## src/rtl/arb_mux_n_if.sv

```systemverilog
// Handshake bundle for arb_mux_n: N request channels in, one registered channel out.
interface arb_mux_n_if #(
  parameter int WIDTH = 5,
  parameter int N     = 4
);
  localparam int SEL_W = $clog2(N);

  logic [N-1:0]            in_valid;
  logic [N-1:0][WIDTH-1:0] in_data;
  logic [N-1:0]            in_ready;
  logic                    out_valid;
  logic [WIDTH-1:0]        out_data;
  logic [SEL_W-1:0]        out_sel;
  logic                    out_ready;

  modport slave (
    input  in_valid, in_data, out_ready,
    output in_ready, out_valid, out_data, out_sel
  );

  modport master (
    output in_valid, in_data, out_ready,
    input  in_ready, out_valid, out_data, out_sel
  );
endinterface

```

## src/rtl/arb_mux_n.sv

```systemverilog
// N-to-1 arbitrating mux with a single registered output stage.
// Policy: ARB_MUX_RR_EN selects round-robin; undefined gives fixed priority (index 0 highest).

module arb_mux_lane #(
  parameter int WIDTH = 5
) (
  input  logic             grant,
  input  logic [WIDTH-1:0] data,
  output logic [WIDTH-1:0] gated
);
  assign gated = grant ? data : '0;
endmodule

module arb_mux_n #(
  parameter int WIDTH = 5,
  parameter int N     = 4
) (
  input  logic        clk,
  input  logic        reset,
  arb_mux_n_if.slave  bus
);
  localparam int SEL_W = $clog2(N);

  logic                    load;
  logic                    xfer;
  logic [SEL_W-1:0]        win;
  logic [N-1:0]            grant;
  logic [N-1:0][WIDTH-1:0] gated;
  logic [WIDTH-1:0]        mux_data;

  // Output stage takes a new item when empty or being drained this cycle.
  assign load = !reset && (!bus.out_valid || bus.out_ready);

`ifdef ARB_MUX_RR_EN
  logic [SEL_W-1:0] ptr;
  int               dist;
  int               best;

  // Winner is the requester at the smallest forward distance from ptr.
  always_comb begin
    win  = '0;
    best = N;
    dist = 0;
    for (int g = 0; g < N; g++) begin
      if (bus.in_valid[g]) begin
        dist = g - int'(ptr);
        if (dist < 0) dist = dist + N;
        if (dist < best) begin
          best = dist;
          win  = SEL_W'(g);
        end
      end
    end
  end

  always_ff @(posedge clk) begin
    if (reset)
      ptr <= '0;
    else if (xfer)
      ptr <= (win == SEL_W'(N-1)) ? '0 : win + 1'b1;
  end
`else
  // Scan from the top so the lowest requesting index is written last.
  always_comb begin
    win = '0;
    for (int g = N-1; g >= 0; g--) begin
      if (bus.in_valid[g]) win = SEL_W'(g);
    end
  end
`endif

  always_comb begin
    grant = '0;
    if (load && |bus.in_valid) grant[win] = 1'b1;
  end

  assign bus.in_ready = grant;
  assign xfer         = |grant;

  for (genvar g = 0; g < N; g++) begin : g_lane
    arb_mux_lane #(.WIDTH(WIDTH)) u_lane (
      .grant (grant[g]),
      .data  (bus.in_data[g]),
      .gated (gated[g])
    );
  end

  // Grant is one-hot, so an OR of the gated lanes is the selected payload.
  always_comb begin
    mux_data = '0;
    for (int g = 0; g < N; g++) mux_data = mux_data | gated[g];
  end

  always_ff @(posedge clk) begin
    if (reset) begin
      bus.out_valid <= 1'b0;
      bus.out_data  <= '0;
      bus.out_sel   <= '0;
    end else if (load) begin
      bus.out_valid <= xfer;
      if (xfer) begin
        bus.out_data <= mux_data;
        bus.out_sel  <= win;
      end
    end
  end
endmodule
```

## src/flat_wrapper.sv

```systemverilog
// flat-port wrapper written by rule: the top's interface ports become plain ports
module arb_mux_n_flat 
#(
  parameter int WIDTH = 5,
  parameter int N     = 4
)
  (clk, reset, bus_in_valid, bus_in_data, bus_out_ready, bus_in_ready, bus_out_valid, bus_out_data, bus_out_sel);
  arb_mux_n_if #(.WIDTH(WIDTH), .N(N)) bus_i ();
  input  logic clk;
  input  logic reset;
  input wire logic [$bits(bus_i.in_valid)-1:0] bus_in_valid;
  input wire logic [$bits(bus_i.in_data)-1:0] bus_in_data;
  input wire logic [$bits(bus_i.out_ready)-1:0] bus_out_ready;
  output wire logic [$bits(bus_i.in_ready)-1:0] bus_in_ready;
  output wire logic [$bits(bus_i.out_valid)-1:0] bus_out_valid;
  output wire logic [$bits(bus_i.out_data)-1:0] bus_out_data;
  output wire logic [$bits(bus_i.out_sel)-1:0] bus_out_sel;
  assign bus_i.in_valid = bus_in_valid;
  assign bus_i.in_data = bus_in_data;
  assign bus_i.out_ready = bus_out_ready;
  assign bus_in_ready = bus_i.in_ready;
  assign bus_out_valid = bus_i.out_valid;
  assign bus_out_data = bus_i.out_data;
  assign bus_out_sel = bus_i.out_sel;
  arb_mux_n #(.WIDTH(WIDTH), .N(N)) u_core (.clk(clk), .reset(reset), .bus(bus_i));
endmodule
```

## config.mk

```make
export PLATFORM = sky130hd
export DESIGN_NAME = arb_mux_n_flat
export DESIGN_NICKNAME = d
export VERILOG_FILES = /design/src/rtl/arb_mux_n_if.sv /design/src/rtl/arb_mux_n.sv /design/src/flat_wrapper.sv
export SDC_FILE = /design/constraint.sdc
export NUM_CORES = 1
export LEC_CHECK = 0
export CORE_MARGIN = 5
export CORE_UTILIZATION = 35
export DETAILED_ROUTE_END_ITERATION = 6
export PLACE_DENSITY = 0.78
export SYNTH_ARGS = -nofsm -noshare
export SYNTH_HDL_FRONTEND = slang
export SYNTH_SLANG_ARGS = --single-unit
```

## constraint.sdc

```tcl
create_clock -name clk -period 1.75 [get_ports clk]
set_input_delay 0.2625 -clock clk [delete_from_list [all_inputs] [get_ports clk]]
set_output_delay 0.2625 -clock clk [all_outputs]
set_load 0.01 [all_outputs]
```

==> results of run 1 <==
## state kept, by name (all words and copies together) (netlist names)
name	cells
u_core.bus.out_data	5
u_core.bus.out_sel	2
u_core.bus.out_valid	1
## layout make-up
type	instances	share of cell area [%]
tap	17	2.00
inverter	3	1.06
timing repair buffer	47	41.9
clock buffer	3	2.12
sequential	8	15.1
multi-input combinational	49	37.8
## metal layers
metal | vias to the layer above | track usage (%) | part of all wire (%)
li1 | 346 | - | -
met1 | 329 | 17.3 | 42
met2 | 27 | 26.9 | 50
met3 | 2 | 3.15 | 7.7
met4 | 0 | 7.86 | 0.66
met5 | - | 0 | 0
## worst min path at each step
stage,to,slack (ns),cells past startpoint
floorplan,u_core.bus.out_valid,0.46,2
global placement,u_core.bus.out_data[2],0.47,2
detailed placement,u_core.bus.out_data[2],0.48,2
CTS,u_core.bus.out_data[2],0.49,2
global route,u_core.bus.out_valid,0.49,3
finish,u_core.bus.out_valid,0.47,3
## per-stage QoR
step | util (%) | cell area (um2) | worst slack, ns | total power, W | hold slack, ns
finish | 62.9 | 1060 | 0.0500 | 0.000552 | 0.470
global route | 62.9 | 1060 | 0.0101 | 0.000581 | 0.492
CTS | 62.1 | 1050 | 0.0385 | 0.000553 | 0.486
detailed placement | 60.6 | 1020 | -0.253 | 0.000414 | 0.479
global placement | 60.6 | 1020 | -0.164 | 0.000410 | 0.473
floorplan | - | 609 | 0.292 | 0.000292 | 0.459
## logic make-up after synthesis
family	count (synthesis)	synth area share (%)
buffers and inverters	12	10.9
flip-flops	8	26.3
AND/OR/NAND/NOR	30	35.9
AO/OA/AOI/OAI	19	26.9
## timing repair
item / CTS / global route
hold endpoints to repair: 0 / 0
setup endpoints to repair: 4 / 2
resized for setup: 7 / 3
## cells in the final DEF (no fill, tap or decap)
cell,instances
a2111oi_2,1
nor4bb_1,1
nor2_2,2
a21oi_1,2
nand3b_1,1
nand2_1,1
nor4b_2,1
or3_4,1
inv_1,3
nor4bb_2,1
and2_1,5
clkdlybuf4s50_1,33
nor2_1,3
o211ai_1,4
a221o_1,1
o32a_1,1
nor2b_4,1
nor2b_1,5
a22oi_1,1
a2111oi_0,4
nor3_1,2
and3_1,1
dfxtp_1,8
o31ai_1,3
o31ai_2,1
and4bb_1,2
nor4_2,1
o221a_2,1
clkbuf_4,3
and4b_2,1
dlygate4sd2_1,4
nor2b_2,1
buf_4,9
dlymetal6s2s_1,1
## power by group through the flow
| stage | logic, W | clock network (W) | registers, W |
|---|---|---|---|
| floorplan | 0.0000740 | 0 | 0.000218 |
| global placement | 0.000200 | 0 | 0.000210 |
| detailed placement | 0.000204 | 0 | 0.000211 |
| CTS | 0.000204 | 0.000143 | 0.000207 |
| global route | 0.000221 | 0.000150 | 0.000209 |
| finish | 0.000205 | 0.000140 | 0.000207 |
## worst max-delay path, stage by stage
cell and delay, ns:
clkdlybuf4s50_1 0.44, nor2b_4 0.17, nor2_2 0.06, and4b_2 0.22, dlygate4sd2_1 0.28
==> out/qor.json, run 1 <==
{
  "crit_path_end_kind": {"value": "primary output"},
  "post-place-cells": {"value": 124},
  "drc_errors": {"value": 0},
  "setup.worst_path.class": {"value": "in -> out"},
  "maxCapViolations": {"value": 0},
  "n_fill_cell": {"value": 160},
  "netlist_top_cells_area": {"value": "dfxtp_1, buf_4, nor2b_1, a2111oi_0, and2_1"},
  "floorplan.die.height": {"value": 51.7, "unit": "um"},
  "drive_above_1_share": {"value": 21.8, "unit": "%"},
  "max-slew-margin-rel": {"value": 69.8, "unit": "%"},
  "postRouteWirelength": {"value": 1.83, "unit": "mm"},
  "postSynth.topFlopCell": {"value": "dfxtp_1"},
  "layout.area.seq": {"value": 160, "unit": "um2"},
  "post_synth_instance_area": {"value": 609, "unit": "um2"},
  "worst_setup_path_start_kind": {"value": "input port"},
  "synth-warning-count": {"value": 0},
  "placeableCoreArea": {"value": 0.00169, "unit": "mm2"},
  "grt_util_all_layers": {"value": 15.3, "unit": "%"},
  "power_density": {"value": 520, "unit": "mW/mm2"},
  "cts_setup_buffers": {"value": 0},
  "synth_edf_count": {"value": 0},
  "hold_viol_final": {"value": 0},
  "initial_antenna_violation_count": {"value": 0},
  "area_growth": {"value": 74.3, "unit": "%"},
  "rsz_0062_raised_after_global_routing": {"value": "false"},
  "io-pin-count": {"value": 39},
  "synth_top_area_share": {"value": 26.3, "unit": "%"},
  "die_width": {"value": 51.7, "unit": "um"},
  "setup_total_negative_slack": {"value": 0, "unit": "ns"},
  "routedWlPerCell": {"value": 14.4, "unit": "um"},
  "p_seq_share": {"value": 37.5, "unit": "%"},
  "cts_buffers": {"value": 3},
  "clkPwrFrac": {"value": 25.4, "unit": "%"},
  "final_min_period_over_clock_period": {"value": 97.1, "unit": "%"},
  "drtAntennaViolNets": {"value": 0},
  "netlist_instances": {"value": 69},
  "cts.hold.buffers_added": {"value": 0},
  "hold_path_class": {"value": "in -> reg"},
  "critical_path.endpoint": {"value": "bus_in_ready[3]"},
  "synth_async_sr_flop_share": {"value": 0, "unit": "%"},
  "viasPerCell": {"value": 5.54},
  "num-nets-final": {"value": 139},
  "rows": {"value": 15},
  "initial_utilization": {"value": 36.1, "unit": "%"},
  "ys_seq_elements": {"value": 8},
  "timing.clock.skew": {"value": 0.00174, "unit": "ns"},
  "clk_transition_reported_paths": {"value": 0.05, "unit": "ns"},
  "r2r-start": {"value": "u_core.bus.out_valid"},
  "crit_arrival": {"value": 1.44, "unit": "ns"},
  "first_global_vias": {"value": 707},
  "ys_types": {"value": 30},
  "root_buffer": {"value": "clkbuf_4"},
  "net-switching-power": {"value": 0.000146, "unit": "W"},
  "power.combinational.fraction": {"value": 37.1, "unit": "%"},
  "p_leak": {"value": 0.432, "unit": "nW"},
  "gr-total-overflow": {"value": 0},
  "r2r_slack": {"value": 0.40, "unit": "ns"},
  "irDropWorstVdd": {"value": 0.000229, "unit": "V"},
  "cts-htree-levels": {"value": 1},
  "synthesis.nets": {"value": 96},
  "layout.cells.non_filler": {"value": 127},
  "grt_max_degree": {"value": 14},
  "antenna_cells": {"value": 0},
  "area_of_the_multi_input_gates": {"value": 402, "unit": "um2"},
  "drt_first_pass_iters": {"value": 4},
  "yosysMostFrequentCell": {"value": "dfxtp_1"},
  "timing_worst_slew_pin_value": {"value": 0.442, "unit": "ns"},
  "initialDrtViolationCount": {"value": 14},
  "cell_internal_pwr": {"value": 0.000406, "unit": "W"},
  "status": {"value": "finished, final reports clean"},
  "clock.fmax": {"value": 588, "unit": "MHz"},
  "syn_avg_cell_area": {"value": 8.83, "unit": "um2"},
  "synth_common_cells": {"value": "dfxtp_1, nor2b_1, and2_1, buf_4, nor2_1"},
  "slew_violations": {"value": 0},
  "switching_fraction": {"value": 26.5, "unit": "%"},
  "hp-start": {"value": "reset"},
  "clock_insertion_delay_worst_skew": {"value": 0.25, "unit": "ns"},
  "seq_area_frac_synth": {"value": 26.3, "unit": "%"},
  "worst_r2r_endpoint": {"value": "u_core.bus.out_data[0]"},
  "tritoncts_clock_tree": {"value": "yes"},
  "cts.path.max_buffers": {"value": 2},
  "numClockSinks": {"value": 8},
  "detailedPlacementHpwl": {"value": 1.52, "unit": "mm"},
  "vias": {"value": 704},
  "floorplan.die_area": {"value": 0.00268, "unit": "mm2"},
  "timing.final.setup_violations": {"value": 0},
  "place_congestion": {"value": 0.821},
  "layout_min_cycle_time": {"value": 1.70, "unit": "ns"},
  "critical_path.max_fanout": {"value": 3},
  "setup.worst_path.start": {"value": "bus_out_ready"},
  "cp_data_required_time": {"value": 1.49, "unit": "ns"},
  "post-synth-top-area-cell": {"value": "dfxtp_1"},
  "grt_pass1_wl": {"value": 3.13, "unit": "mm"},
  "reg2reg_depth": {"value": 4},
  "placement.io_buffers": {"value": 38}
}
(Power assumes the default switching activity.)
==> inputs of run 2 (changes only) <==
--- a/config.mk
+++ b/config.mk
@@ -8,6 +8,7 @@
 export CORE_MARGIN = 5
 export CORE_UTILIZATION = 35
 export DETAILED_ROUTE_END_ITERATION = 6
+export GPL_ROUTABILITY_DRIVEN = 1
 export PLACE_DENSITY = 0.78
 export SYNTH_ARGS = -nofsm -noshare
 export SYNTH_HDL_FRONTEND = slang
==> results of run 2 <==
Same layout as run 1: the final DEF is identical, and so are final timing and power.
